<file path="config.mk">
export PLATFORM = sky130hd
export DESIGN_NAME = dpwm_ramp_gen
export DESIGN_NICKNAME = d
export VERILOG_FILES = /design/src/rtl/dpwm_ramp_gen.sv
export SDC_FILE = /design/constraint.sdc
export NUM_CORES = 1
export LEC_CHECK = 0
export ABC_AREA = 1
export CAP_MARGIN = 25
export CORE_MARGIN = 2
export CORE_UTILIZATION = 47
export CTS_CLUSTER_SIZE = 10
export DETAILED_ROUTE_END_ITERATION = 16
export PLACE_DENSITY = 0.68
export SLEW_MARGIN = 15
export SYNTH_ARGS = -nofsm -noshare
export SYNTH_HDL_FRONTEND = slang
export SYNTH_SLANG_ARGS = --single-unit
</file>
<file path="constraint.sdc">
create_clock -name CLK -period 10.1 [get_ports CLK]
set_input_delay 1.515 -clock CLK [delete_from_list [all_inputs] [get_ports CLK]]
set_output_delay 1.515 -clock CLK [all_outputs]
set_load 0.01 [all_outputs]
</file>
<file path="src/rtl/dpwm_ramp_gen.sv">
// DPWM carrier/compare generator: sawtooth or triangle ramp with duty compare.
// Optional DPWM_SHADOW_EN latches period/step/duty/mode only at period boundaries.
module dpwm_ramp_gen #(
  parameter int W = 10
) (
  input  logic         CLK,
  input  logic         reset,
  input  logic         en,
  input  logic         mode,
  input  logic [W-1:0] period,
  input  logic [W-1:0] step,
  input  logic [W-1:0] duty,
  output logic [W-1:0] cuenta,
  output logic         dir,
  output logic         pwm_out,
  output logic         period_end
);

  logic [W-1:0] p_act;
  logic [W-1:0] s_raw;
  logic [W-1:0] d_act;
  logic         m_act;
  logic [W-1:0] d_nxt;

  logic [W-1:0] s_eff;
  logic [W:0]   sum;
  logic [W:0]   p_ext;

  logic [W-1:0] cnt_nxt;
  logic         dir_nxt;
  logic         pe_nxt;
  logic         pwm_nxt;

`ifdef DPWM_SHADOW_EN
  logic [W-1:0] period_q;
  logic [W-1:0] step_q;
  logic [W-1:0] duty_q;
  logic         mode_q;
  logic         load;

  // Reload on the same edge that returns the carrier to zero.
  assign load = reset | pe_nxt;

  always_ff @(posedge CLK) begin
    if (load) begin
      period_q <= period;
      step_q   <= step;
      duty_q   <= duty;
      mode_q   <= mode;
    end
  end

  assign p_act = period_q;
  assign s_raw = step_q;
  assign d_act = duty_q;
  assign m_act = mode_q;
  assign d_nxt = load ? duty : duty_q;
`else
  assign p_act = period;
  assign s_raw = step;
  assign d_act = duty;
  assign m_act = mode;
  assign d_nxt = d_act;
`endif

  assign s_eff = (s_raw == '0) ? W'(1) : s_raw;
  assign sum   = {1'b0, cuenta} + {1'b0, s_eff};
  assign p_ext = {1'b0, p_act};

  always_comb begin
    cnt_nxt = cuenta;
    dir_nxt = dir;
    pe_nxt  = 1'b0;
    if (en) begin
      if (p_act == '0) begin
        cnt_nxt = '0;
        dir_nxt = 1'b1;
        pe_nxt  = 1'b1;
      end else if (!m_act) begin
        dir_nxt = 1'b1;
        if (cuenta >= p_act) begin
          cnt_nxt = '0;
          pe_nxt  = 1'b1;
        end else if (sum > p_ext) begin
          cnt_nxt = p_act;
        end else begin
          cnt_nxt = sum[W-1:0];
        end
      end else if (dir) begin
        if (cuenta >= p_act || sum >= p_ext) begin
          cnt_nxt = p_act;
          dir_nxt = 1'b0;
        end else begin
          cnt_nxt = sum[W-1:0];
        end
      end else begin
        if (cuenta <= s_eff) begin
          cnt_nxt = '0;
          dir_nxt = 1'b1;
          pe_nxt  = 1'b1;
        end else begin
          cnt_nxt = cuenta - s_eff;
        end
      end
    end
  end

  // Compare against the next count so pwm_out lines up with cuenta.
  assign pwm_nxt = (cnt_nxt < d_nxt);

  always_ff @(posedge CLK) begin
    if (reset) begin
      cuenta     <= '0;
      dir        <= 1'b1;
      pwm_out    <= 1'b0;
      period_end <= 1'b0;
    end else begin
      cuenta     <= cnt_nxt;
      dir        <= dir_nxt;
      pwm_out    <= pwm_nxt;
      period_end <= pe_nxt;
    end
  end

endmodule

</file>
# Yosys cells after proc, flatten, opt, wreduce, memory -nomap -nowiden
# Index checks and enable logic that the tools add are counted.
[totals]
out_inout_bits = 13
reg_bits = 13
word_cells = 34
input_bits = 34
[op_classes]
muxes = 18
reduce_logical = 4
addsub = 2
n_bitwise = 1
magnitude_cmp = 5
[ops]
columns = ["cell", "n"]
rows = [
  ["$mux 10", 9],
  ["$logic_not 10->1", 2],
  ["$add 10x10->11", 1],
  ["$ge 11x10->1", 1],
  ["$gt 11x10->1", 1],
  ["$ge 10x10->1", 1],
  ["$le 10x10->1", 1],
  ["$lt 10x10->1", 1],
  ["$sub 10x10->10", 1],
  ["$mux 1", 9],
  ["$reduce_or 2->1", 1],
  ["$logic_or 1x1->1", 1],
  ["$not 1->1", 1],
]

# Logic depth before layout (Yosys ltp)
# Gate-level depths: netlist of run 1.
[depth]
depth_word = 11
ltp_mapped = 33
mapped_depth_nobuf = 32

# Worst setup path before layout of run 1
# Ideal clock, no wire load.
[synth_path]
path_kind = "input to register"
startpoint = "in step[9]"
endpoint = "reg pwm_out"
slack_ns = 4.534
t_required_ns = 10.034
setup_time_ns = 0.066
n_path_buf = 0
t_arrival_ns = 5.500
stages = 32
path_cell_list = "nor4_1 -> a41o_1 -> ha_1 -> inv_1 -> fa_1 -> inv_1 -> nand4_1 -> nand3_2 -> a21oi_1 -> xor2_1 -> inv_1 -> ha_1 -> nand2_1 -> nor2_1 -> a211oi_1 -> nand2_1 -> nor2_1 -> nand3_2 -> nor2_2 -> inv_2 -> o221ai_1 -> nand2_1 -> nand2_1 -> nand2_1 -> ha_1 -> a21oi_1 -> nor2_1 -> a211oi_1 -> o21ai_0 -> nand3_1 -> nand3_1 -> a21oi_2"
[synth_via]
elab_chain_cells = 11
elab_cells_between_ends = 17
cone_classes = "add/sub: 2; order compare: 4; mux: 9; reduce/logical: 2"
[synth_lines]
columns = ["element", "line", "source"]
rows = [
  ["start: declaration", "11", "input logic [W-1:0] step,"],
  ["$logic_not 10->1", "66", "assign s_eff = (s_raw == '0) ? W'(1) : s_raw;"],
  ["$mux 10 *", "66", ""],
  ["$add 10x10->11", "67", "assign sum = {1'b0, cuenta} + {1'b0, s_eff};"],
  ["$ge 11x10->1", "90", "if (cuenta >= p_act || sum >= p_ext) begin"],
  ["$logic_or 1x1->1", "90", ""],
  ["$mux 10", "90", ""],
  ["$mux 10", "89", "end else if (dir) begin"],
  ["$mux 10 *", "79", "end else if (!m_act) begin"],
  ["$mux 10 *", "75", "if (p_act == '0) begin"],
  ["$mux 10 *", "74", "if (en) begin"],
  ["via cnt_nxt[3]", "29", "logic [W-1:0] cnt_nxt;"],
  ["$lt 10x10->1 *", "109", "assign pwm_nxt = (cnt_nxt < d_nxt);"],
  ["end signal: assignment", "120", "pwm_out <= pwm_nxt;"],
  ["end: declaration", "15", "output logic pwm_out,"],
]
# Mark *: on every way through the listed nets, which the timed path passes. The rest lies on a longest branch.
# A chain may end at the register's enable or synchronous reset.

# Worst setup path in the final report of run 1
[layout_path]
startpoint = "in step[1]"
endpoint = "reg pwm_out"
# Same word-level chain as after synthesis.

==> metrics.md, run 1 <==
| Metric | Value |
|---|---|
| Cts hold-fix bufs | 0 |
| Combinational Power Share | 0.771 |
| Worst setup EP type | flop |
| Mapped Nets | 521 |
| NumNets Final | between 500 and 600 |
| # port buffers | between 40 and 50 |
| DRC viols | 0 |
| Ant. Diodes | 0 |
| Reg-to-reg startpoint | cuenta[5]$_SDFF_PP0_ |
| Worst Hold Launch | cuenta[7]$_SDFF_PP0_ |
| Final worst slack | 3.61 ns |
| FMAX | approximately 150 MHz |
| Final setup viols | 0 |
| CP required | approximately 10 ns |
| Ys Warns | 0 |
| Drt total wl | 8470 um |
| First-pass GRT wire length | about 14000 um |
| Max Root-Sink Buffers | 2 |
| Pin count of the biggest net entering global routing | 24 |
| Clock insertion delay at the later pin of the skew report | 0.24 ns |
| Yosys cell types | 42 |
| Critical path class | primary input to flop |
| Main area contributors after synthesis | ha_1, nand2_1, inv_1 |
| PD cells | 176 nW/um2 |
| Hold WC Path Type | flop to flop |
| Routability cong. | between 1 and 1.5 |
| H-tree Lvls | 1 |
| Via count | 2957 |
| Root buffer cell | clkbuf_8 |
| R2R depth | 27 |
| Hold Worst Slack | 0.630 ns |
| Max-cap violations | 0 |
| Reg2reg end | pwm_out$_SDFF_PP0_ |
| Largest family of logic cells by synthesized area | simple AND/OR/NAND/NOR gates |
| Vias per cell | 5.49 |
| Placement Cell Area | 3200 um2 |
| Layout fillers | 571 |
| Pre-CTS setup slack | 3.43 ns |
| Synth Cell Area | 2770 um2 |
| Core area | 5610 um2 |
| Die Ht | just over 80 um |
| Post-synth top area share | 0.222 |
| Synth Area in Compound Gates | 0.213 |
| Most used cell, CP | nand2_1 |
| Area of the multi-input gates | 2120 um2 |
| Share of cells above drive strength 1 | 0.0450 |
| Adder-cell share of the synthesized area | 0.236 |
| Finished Cell Area | roughly 3200 um2 |
| Post-CTS Setup Bufs | 0 |
| Reg power frac | 0.147 |
| Worst Hold Endpoint | cuenta[7]$_SDFF_PP0_ |
| Area fraction in and, or, nand and nor cells after synthesis | 0.269 |
| RSZ-0062 raised after global routing | no |
| Switching Fraction | 0.552 |
| Initial Util | 0.493 |
| Dpl hpwl | 7120 um |
| Worst-Margin Slew | 0.643 ns |
| Outcome | finished, final reports clean |
| Internal | between 0.0002 and 0.0003 W |
| Synth-to-layout area growth | 17.5% |
| Cts bufs inserted | 3 |
| Die width | 80.7 um |
| Clock Skew | 0.00741 ns |
| Crit-path max cell delay | 0.54 ns |
| Area leader, netlist | ha_1 |
| Avg Cell Area, Syn | 6.34 um2 |
| Clk slew on worst S/H paths | approximately 0.06 ns |
| Fin crit share | 0.642 |
| Post-Syn Instances | 436 |
| Vias in the first global route | 2808 |
| Final ANT Viol Nets | 0 |
| Drt pass-1 iters | 4 |
| Num Clock Sinks | 13 |
| Lkg Pwr | 1.68 nW |
| Avg WL per Cell | 15.7 um |
| Iteration-0 DRC count of the detailed router | approximately 220 |
| Worst Setup SP | step[1] |
| Row cnt | 27 |
| # IOs | 47 |
| Setup TNS | 0 ns |
| Proportion of synthesized area in mux cells | 0 |
| Slew margin rel. | 0.569 |
| Total gr overflow | 0 |
| CP max FO | 7 |
| Total Routing Usage GR | 0.275 |
| Final Hold Vio Count | 0 |
| Initial antenna violation count | 0 |
| Critical Path AT | 6.67 ns |
| Slew Viols, Final | 0 |
| Flop2flop setup slack | about 5.4 ns |
| CTS tree | done |
| Clock power share | 0.082 |
| Synth Area in XOR/XNOR | 0.0475 |
| Storage cell area | 260 um2 |
| CTS resizes | 0 |
| Seq cells post-synth | 13 |
| WHS Path Cells | 2 |
| Worst Setup Start Kind | primary input |
| Tmin final | 6.49 ns |
| Die area | 6520 um2 |
| Sequential area share after synthesis | 0.0941 |
| Crit path max-delay cell type | clkdlybuf4s50_1 |
| Switch Pwr | 0.000315 W |
| Max IR drop VDD | 79.2 uV |
## kinds of logic after synthesis
group | count (synthesis)
AND/OR/NAND/NOR | 170
XOR/XNOR | 15
adder cells (fa/ha/maj) | 51
flip-flops | 13
buffers and inverters | 92
AO/OA/AOI/OAI | 95
## worst max-delay path by stage
stage                    endpoint  slack (ns)  depth (start not counted)
2_1_floorplan  pwm_out$_SDFF_PP0_        4.53                         32
3_3_place_gp   pwm_out$_SDFF_PP0_        3.60                         33
3_5_place_dp   pwm_out$_SDFF_PP0_        3.43                         33
4_1_cts        pwm_out$_SDFF_PP0_        3.66                         33
5_1_grt        pwm_out$_SDFF_PP0_        3.01                         33
6_report       pwm_out$_SDFF_PP0_        3.61                         33
## registers in the layout (all words and copies together), names as in the netlist
name        cells
cuenta         10
pwm_out         1
period_end      1
dir             1
## power by group through the flow
| stage | registers, W | logic [W] | clock network, W |
|---|---|---|---|
| finish | 0.0000839 | 0.000440 | 0.0000469 |
| global route | 0.0000851 | 0.000496 | 0.0000507 |
| CTS | 0.0000842 | 0.000435 | 0.0000483 |
| detailed placement | 0.0000854 | 0.000433 | 0 |
| global placement | 0.0000848 | 0.000429 | 0 |
| floorplan | 0.0000782 | 0.000320 | 0 |
## cells in the final DEF, fill, tap and decap left out, drive strengths merged, types with 2 or more instances in the layout
cell / instances
a21oi: 47
a211oi: 2
nor3: 5
nor4: 6
nand2: 108
nand4: 6
xor2: 14
nor2: 22
fa: 2
clkbuf: 4
o211ai: 10
dfxtp: 13
o21ai: 18
a31oi: 2
ha: 49
clkdlybuf4s50: 46
o21bai: 3
o221ai: 6
inv: 73
nand3: 21
## critical path, delay by kind of cell
| family | cells | cell delay (ns) |
|---|---|---|
| simple gates | 16 | 1.74 |
| buf+inv | 5 | 0.88 |
| fa+ha+maj | 4 | 1.20 |
| xor+xnor | 1 | 0.28 |
| compound gates | 7 | 1.05 |
## Yosys cell counts (all sizes together)
master and n:
nand4 6, nand3b 1, nor3 5, o31ai 1
nor4 6, a21o 1, a21boi 1, nand2 108
xnor2 1, o21ai 18, o21a 1, a21oi 47
o21bai 3, buf 5, a31oi 2, nand3 21
o211ai 10, nor2 22, clkbuf 14, inv 73
a41o 1, a211oi 2, o221ai 6, a211o 1
or2 1, ha 49, a2111oi 1, fa 2
dfxtp 13, xor2 14
## per-layer routing
layer / vias up / wire length [um] / part of all wire / GRT usage
met5: - / 0 / 0 / 0
met1: 1336 / 3810 / 0.45 / 0.369
met3: 10 / 605 / 0.071 / 0.0360
met4: 0 / 203 / 0.024 / 0.0610
met2: 100 / 3840 / 0.45 / 0.468
li1: 1511 / - / - / -
## layout make-up
cell class	instances	area share
Multi-Input combinational cell	331	0.652
Tap cell	72	0.0277
Inverter	73	0.0843
Clock buffer	4	0.0139
Sequential cell	13	0.0801
Timing Repair Buffer	46	0.142
## through the flow
stage | utilization | power, W | std cells
floorplan | - | 0.000399 | 436
global placement | 0.571 | 0.000514 | 535
detailed placement | 0.571 | 0.000518 | 535
CTS | 0.579 | 0.000568 | 539
global route | 0.579 | 0.000631 | 539
finish | 0.579 | 0.000571 | 539
Power figures use the tool's default switching activity.
==> inputs of run 2 (changes only) <==
- clock period: 10.1 -> 6.4 ns (I/O delays scaled with it)
==> metrics.md, run 2 (same netlist as run 1, synthesis figures left out) <==
| Metric | Value |
|---|---|
| DRC viols | 0 (unchanged) |
| R2R depth | 27 (unchanged) |
| Worst-Margin Slew | 0.673 ns (was 0.643 ns) |
| Dpl hpwl | 7120 um (unchanged) |
| FMAX | ~170 MHz |
| CTS tree | done (unchanged) |
| H-tree Lvls | 1 (unchanged) |
| RSZ-0062 raised after global routing | no (unchanged) |
| First-pass GRT wire length | 13800 um (unchanged) |
| Slew Viols, Final | 0 (unchanged) |
| Slew margin rel. | 0.549 (was 0.569) |
| Reg2reg end | pwm_out$_SDFF_PP0_ (unchanged) |
| Share of cells above drive strength 1 | 0.0491 (was 0.0450) |
| Total Routing Usage GR | 0.275 (unchanged) |
| Max reg flops | 10 (unchanged) |
| Num Clock Sinks | 13 (unchanged) |
| Row cnt | 27 (unchanged) |
| Most frequent cells in the layout | nand2_1, inv_1, ha_1 (unchanged) |
| Vias per cell | 5.56 (was 5.49) |
| Max IR drop VDD | 125 uV (was 79.2 uV) |
| NumNets Final | 554 (was 553) |
| Die Ht | 80.7 um (unchanged) |
| Cts bufs inserted | 3 (unchanged) |
| Crit-path max cell delay | 0.49 ns (was 0.54 ns) |
| Final ANT Viol Nets | 0 (unchanged) |
| Max Root-Sink Buffers | 2 (unchanged) |
| Commonest non-fill, non-tap cell in the layout | nand2_1 (unchanged) |
| Final setup viols | 0 (unchanged) |
| CP max FO | 7 (unchanged) |
| Cts hold-fix bufs | 0 (unchanged) |
| Setup TNS | 0 ns (unchanged) |
| Synth-to-layout area growth | 18.2% (was 17.5%) |
| Ant. Diodes | 0 (unchanged) |
| Lkg Pwr | 1.70 nW (was 1.68 nW) |
| # IOs | 47 (unchanged) |
| Crit path to | pwm_out$_SDFF_PP0_ (unchanged) |
| Layout fillers | 567 (was 571) |
| Die area | 6520 um2 (unchanged) |
| Critical path class | primary input to flop (unchanged) |
| Clock insertion delay at the later pin of the skew report | 0.25 ns (was 0.24 ns) |
| Final Hold Vio Count | 0 (unchanged) |
| Vias in the first global route | 2808 (unchanged) |
| Total gr overflow | 0 (unchanged) |
| Worst setup EP type | flop (unchanged) |
| Routability cong. | 1.02 (unchanged) |
| Pin count of the biggest net entering global routing | 24 (unchanged) |
| Root buffer cell | clkbuf_8 (unchanged) |
| Core area | 5610 um2 (unchanged) |
| Fin crit share | 0.904 |
| Crit path max-delay cell type | clkdlybuf4s50_1 (unchanged) |
| Placed Cells | 535 (unchanged) |
| Max-cap violations | 0 (unchanged) |
| Via count | 3003 (was 2957) |
| PD cells | 278 nW/um2 (was 176 nW/um2) |
| Top reg by flops | cuenta (unchanged) |
| Drt total wl | 8480 um (was 8470 um) |
| # port buffers | 46 (unchanged) |
| Flop2flop setup slack | 1.70 ns (was 5.40 ns) |
| Avg WL per Cell | 15.7 um (about the same) |
| Iteration-0 DRC count of the detailed router | 196 (was 218) |
| Worst Setup SP | step[9] (was step[1]) |
| Clk slew on worst S/H paths | 0.06 ns (about the same) |
| Final cell count without fillers | 540 (was 539) |
| Most used cell, CP | nand2_1 (unchanged) |
| Die width | 80.7 um (unchanged) |
| Clock Skew | 0.00765 ns (was 0.00741 ns) |
| Hold WC Path Type | flop to flop (unchanged) |
| Initial Util | 0.493 (unchanged) |
| Drt pass-1 iters | 5 (was 4) |
| Critical Path AT | 5.97 ns (was 6.67 ns) |
| Reg-to-reg startpoint | cuenta[5]$_SDFF_PP0_ (unchanged) |
| Worst Setup Start Kind | primary input (unchanged) |
| Tmin final | 5.78 ns |
| Outcome | finished, final reports clean (unchanged) |
| CP required | 6.59 ns (was 10.28 ns) |
| Initial antenna violation count | 0 (unchanged) |
-- run 2: cell count changes in the layout (fill, tap and decap cells not counted), sizes merged --
cell	previous run	this run
dlymetal6s2s	0	1
buf	0	1
clkdlybuf4s50	46	45
-- run 2: cell type report --
cell class / count / area, um2 / area share
Clock buffer: 4 / 45.0 / 0.0138
Multi-Input combinational cell: 331 / 2130 / 0.651
Timing Repair Buffer: 47 / 470 / 0.144
Inverter: 73 / 274 / 0.0838
Sequential cell: 13 / 260 / 0.0796
Tap cell: 72 / 90.1 / 0.0275
-- run 2: repair_timing --
action                     CTS  global route
resized for setup            0             3
setup endpoints to repair    0             1
setup buffers                0             1
-- run 2: metal layers --
layer | up-vias | GRT usage | wire (um)
met5 | - | 0 | 0
met4 | 0 | 0.0610 | 213
met3 | 16 | 0.0360 | 463
met2 | 117 | 0.468 | 3880
met1 | 1356 | 0.369 | 3920
li1 | 1514 | - | -
-- run 2: worst min-delay path by stage --
stage	start	to	cells past startpoint
after floorplan	cuenta[0]$_SDFF_PP0_	cuenta[0]$_SDFF_PP0_	2
after global placement	cuenta[0]$_SDFF_PP0_	cuenta[0]$_SDFF_PP0_	2
after detailed placement	cuenta[0]$_SDFF_PP0_	cuenta[0]$_SDFF_PP0_	2
after CTS	cuenta[0]$_SDFF_PP0_	cuenta[0]$_SDFF_PP0_	2
after global routing	cuenta[0]$_SDFF_PP0_	cuenta[0]$_SDFF_PP0_	2
final	cuenta[2]$_SDFF_PP0_	cuenta[2]$_SDFF_PP0_	2
-- run 2: power breakdown --
group / total, W / internal [W] / switching (W) / leakage (nW)
registers: 0.000133 / 0.0000973 / 0.0000353 / 0.107
clock network: 0.0000745 / 0.0000440 / 0.0000305 / 0.0228
logic: 0.000703 / 0.000268 / 0.000436 / 1.57
total: 0.000910 / 0.000409 / 0.000501 / 1.70
-- run 2: worst max-delay path, delay by kind of cell --
kind            cells  cell delay (ns)
simple gates       16             1.73
fa+ha+maj           4             1.19
compound gates      7             1.05
buf+inv             5             0.81
xor+xnor            1             0.22
-- run 2: through the flow --
step	util	hold slack [ns]	cell area (um2)	total power, W	setup slack, ns
floorplan	-	0.538	2770	0.000629	1.39
global placement	0.571	0.607	3200	0.000811	0.458
detailed placement	0.571	0.615	3200	0.000818	0.283
CTS	0.579	0.626	3250	0.000896	0.518
global route	0.583	0.645	3270	0.00101	0.00445
finish	0.583	0.634	3270	0.000910	0.617
==> inputs of run 3 (changes only) <==
- CELL_PAD_IN_SITES_DETAIL_PLACEMENT: unset -> 1
- CELL_PAD_IN_SITES_GLOBAL_PLACEMENT: unset -> 1
- CORE_ASPECT_RATIO: unset -> 0.9
- CORE_UTILIZATION: 47 -> 38
- PLACE_DENSITY: 0.68 -> 0.78
==> metrics.md, run 3 (same netlist as run 1, synthesis figures left out) <==
| Metric | Value |
|---|---|
| Reg power frac | 0.143 (was 0.146) |
| Internal | 0.000408 W (was 0.000409 W) |
| First-pass GRT wire length | 16500 um (was 13800 um) |
| Worst Setup Start Kind | primary input (unchanged) |
| Via count | 3063 (was 3003) |
| Hold Worst Slack | 0.642 ns (was 0.634 ns) |
| Total Routing Usage GR | 0.267 (was 0.275) |
| Clk slew on worst S/H paths | 0.06 ns (about the same) |
| Crit path max-delay cell type | clkdlybuf4s50_1 (unchanged) |
| Placement Cell Area | 3230 um2 (was 3200 um2) |
| Initial Util | 0.393 (was 0.493) |
| Flop2flop setup slack | 1.47 ns (was 1.70 ns) |
| Max-cap violations | 0 (unchanged) |
| PD cells | 284 nW/um2 (was 278 nW/um2) |
| Max Root-Sink Buffers | 2 (unchanged) |
| # port buffers | 46 (unchanged) |
| Critical Path AT | 6.19 ns (was 5.97 ns) |
| Tmin final | 6.01 ns (was 5.78 ns) |
| Top reg by flops | cuenta (unchanged) |
| Placed Cells | 556 (was 535) |
| Cts bufs inserted | 3 (unchanged) |
| Layout fillers | 938 (was 567) |
| # IOs | 47 (unchanged) |
| Drt pass-1 iters | 4 (was 5) |
| Vias per cell | 5.47 (was 5.56) |
| Clock insertion delay at the later pin of the skew report | 0.25 ns (about the same) |
| Ant. Diodes | 0 (unchanged) |
| Most used cell, CP | nand2_1 (unchanged) |
| Core area | 7040 um2 (was 5610 um2) |
| Final ANT Viol Nets | 0 (unchanged) |
| RSZ-0062 raised after global routing | no (unchanged) |
| Pin count of the biggest net entering global routing | 24 (unchanged) |
| Combinational Power Share | 0.776 (was 0.772) |
| Commonest non-fill, non-tap cell in the layout | nand2_1 (unchanged) |
| Max reg flops | 10 (unchanged) |
| Final Hold Vio Count | 0 (unchanged) |
| FMAX | 166 MHz (was 173 MHz) |
| Initial antenna violation count | 0 (unchanged) |
| Critical path class | primary input to flop (unchanged) |
| Outcome | finished, final reports clean (unchanged) |
| Synth-to-layout area growth | 19.7% (was 18.2%) |
| H-tree Lvls | 1 (unchanged) |
| Crit-path max cell delay | 0.49 ns (about the same) |
| Num Clock Sinks | 13 (unchanged) |
| Total gr overflow | 0 (unchanged) |
| Hold WC Path Type | flop to flop (unchanged) |
| DRC viols | 0 (unchanged) |
| Slew Viols, Final | 0 (unchanged) |
| Die area | 7980 um2 (was 6520 um2) |
| Switching Fraction | 0.567 (was 0.551) |
| Row cnt | 29 (was 27) |
| Routability cong. | 0.942 (was 1.02) |
| Finished Cell Area | 3310 um2 (was 3270 um2) |
| Worst-Margin Slew | 0.736 ns (was 0.673 ns) |
| CTS tree | done (unchanged) |
| Lkg Pwr | 1.70 nW (about the same) |
| Most frequent cells in the layout | nand2_1, inv_1, ha_1 (unchanged) |
| Dpl hpwl | 8750 um (was 7120 um) |
| CP required | 6.58 ns (was 6.59 ns) |
| Drt total wl | 10300 um (was 8480 um) |
| Iteration-0 DRC count of the detailed router | 148 (was 196) |
| Root buffer cell | clkbuf_8 (unchanged) |
| Vias in the first global route | 3237 (was 2808) |
| CP max FO | 7 (unchanged) |
| Cts hold-fix bufs | 0 (unchanged) |
| Slew margin rel. | 0.506 (was 0.549) |
| Fin crit share | 0.939 (was 0.904) |
| Avg WL per Cell | 18.4 um (was 15.7 um) |
| Worst setup EP type | flop (unchanged) |
| Max IR drop VDD | 133 uV (was 125 uV) |
| Switch Pwr | 0.000534 W (was 0.000501 W) |
| Core Util, Final | 0.470 (was 0.583) |
| Clock power share | 0.081 (was 0.082) |
| NumNets Final | 553 (was 554) |
| Share of cells above drive strength 1 | 0.0514 (was 0.0491) |
| Setup TNS | 0 ns (unchanged) |
| Final cell count without fillers | 560 (was 540) |
| Die Ht | 84.9 um (was 80.7 um) |
| Clock Skew | 0.00245 ns (was 0.00765 ns) |
| Die width | 93.9 um (was 80.7 um) |
| Final setup viols | 0 (unchanged) |
-- run 3: repair_timing --
item                       CTS  global route
resized for setup            0             7
setup endpoints to repair    0             1
buffers inserted             0             0
-- run 3: cell type report --
type	count	area, um2	share of cell area
multi-input cells	331	2150	0.649
well taps	93	116	0.0351
clock buffers	4	45.0	0.0136
repair buffers	46	465	0.141
flip-flops and latches	13	260	0.0786
inverters	73	274	0.0828
-- run 3: layer usage --
| metal | GRT usage | part of all wire | up-vias |
|---|---|---|---|
| met2 | 0.458 | 0.47 | 83 |
| met4 | 0.0659 | 0.019 | 0 |
| met3 | 0.0258 | 0.036 | 15 |
| li1 | - | - | 1505 |
| met1 | 0.361 | 0.47 | 1460 |
| met5 | 0 | 0 | - |
-- run 3: worst paths after layout --
check                       start              endpoint  depth (start not counted)
max                       step[8]    pwm_out$_SDFF_PP0_                         33
min          cuenta[7]$_SDFF_PP0_  cuenta[7]$_SDFF_PP0_                          2
max reg2reg  cuenta[6]$_SDFF_PP0_    pwm_out$_SDFF_PP0_                         27
min reg2reg  cuenta[7]$_SDFF_PP0_  cuenta[7]$_SDFF_PP0_                          2
-- run 3: power groups by stage --
| stage | logic (W) | registers (W) | clock network, W |
|---|---|---|---|
| 2_1_floorplan | 0.000505 | 0.000123 | 0 |
| 3_3_place_gp | 0.000691 | 0.000135 | 0 |
| 3_5_place_dp | 0.000712 | 0.000136 | 0 |
| 4_1_cts | 0.000717 | 0.000134 | 0.0000779 |
| 5_1_grt | 0.000825 | 0.000136 | 0.0000828 |
| 6_report | 0.000731 | 0.000134 | 0.0000762 |
-- run 3: critical path: cells and delay by family --
kind / cells / cell delay (ns)
AO/OA/AOI/OAI: 8 / 1.26
XOR/XNOR: 1 / 0.25
adder cells (fa/ha/maj): 4 / 1.16
buffers and inverters: 5 / 0.81
AND/OR/NAND/NOR: 15 / 1.74
-- run 3: through the flow --
step,setup WS (ns),power [W]
CTS,0.0308,0.000929
global placement,0.173,0.000826
finish,0.391,0.000941
floorplan,1.39,0.000629
detailed placement,-0.184,0.000848
global route,0.000465,0.00104
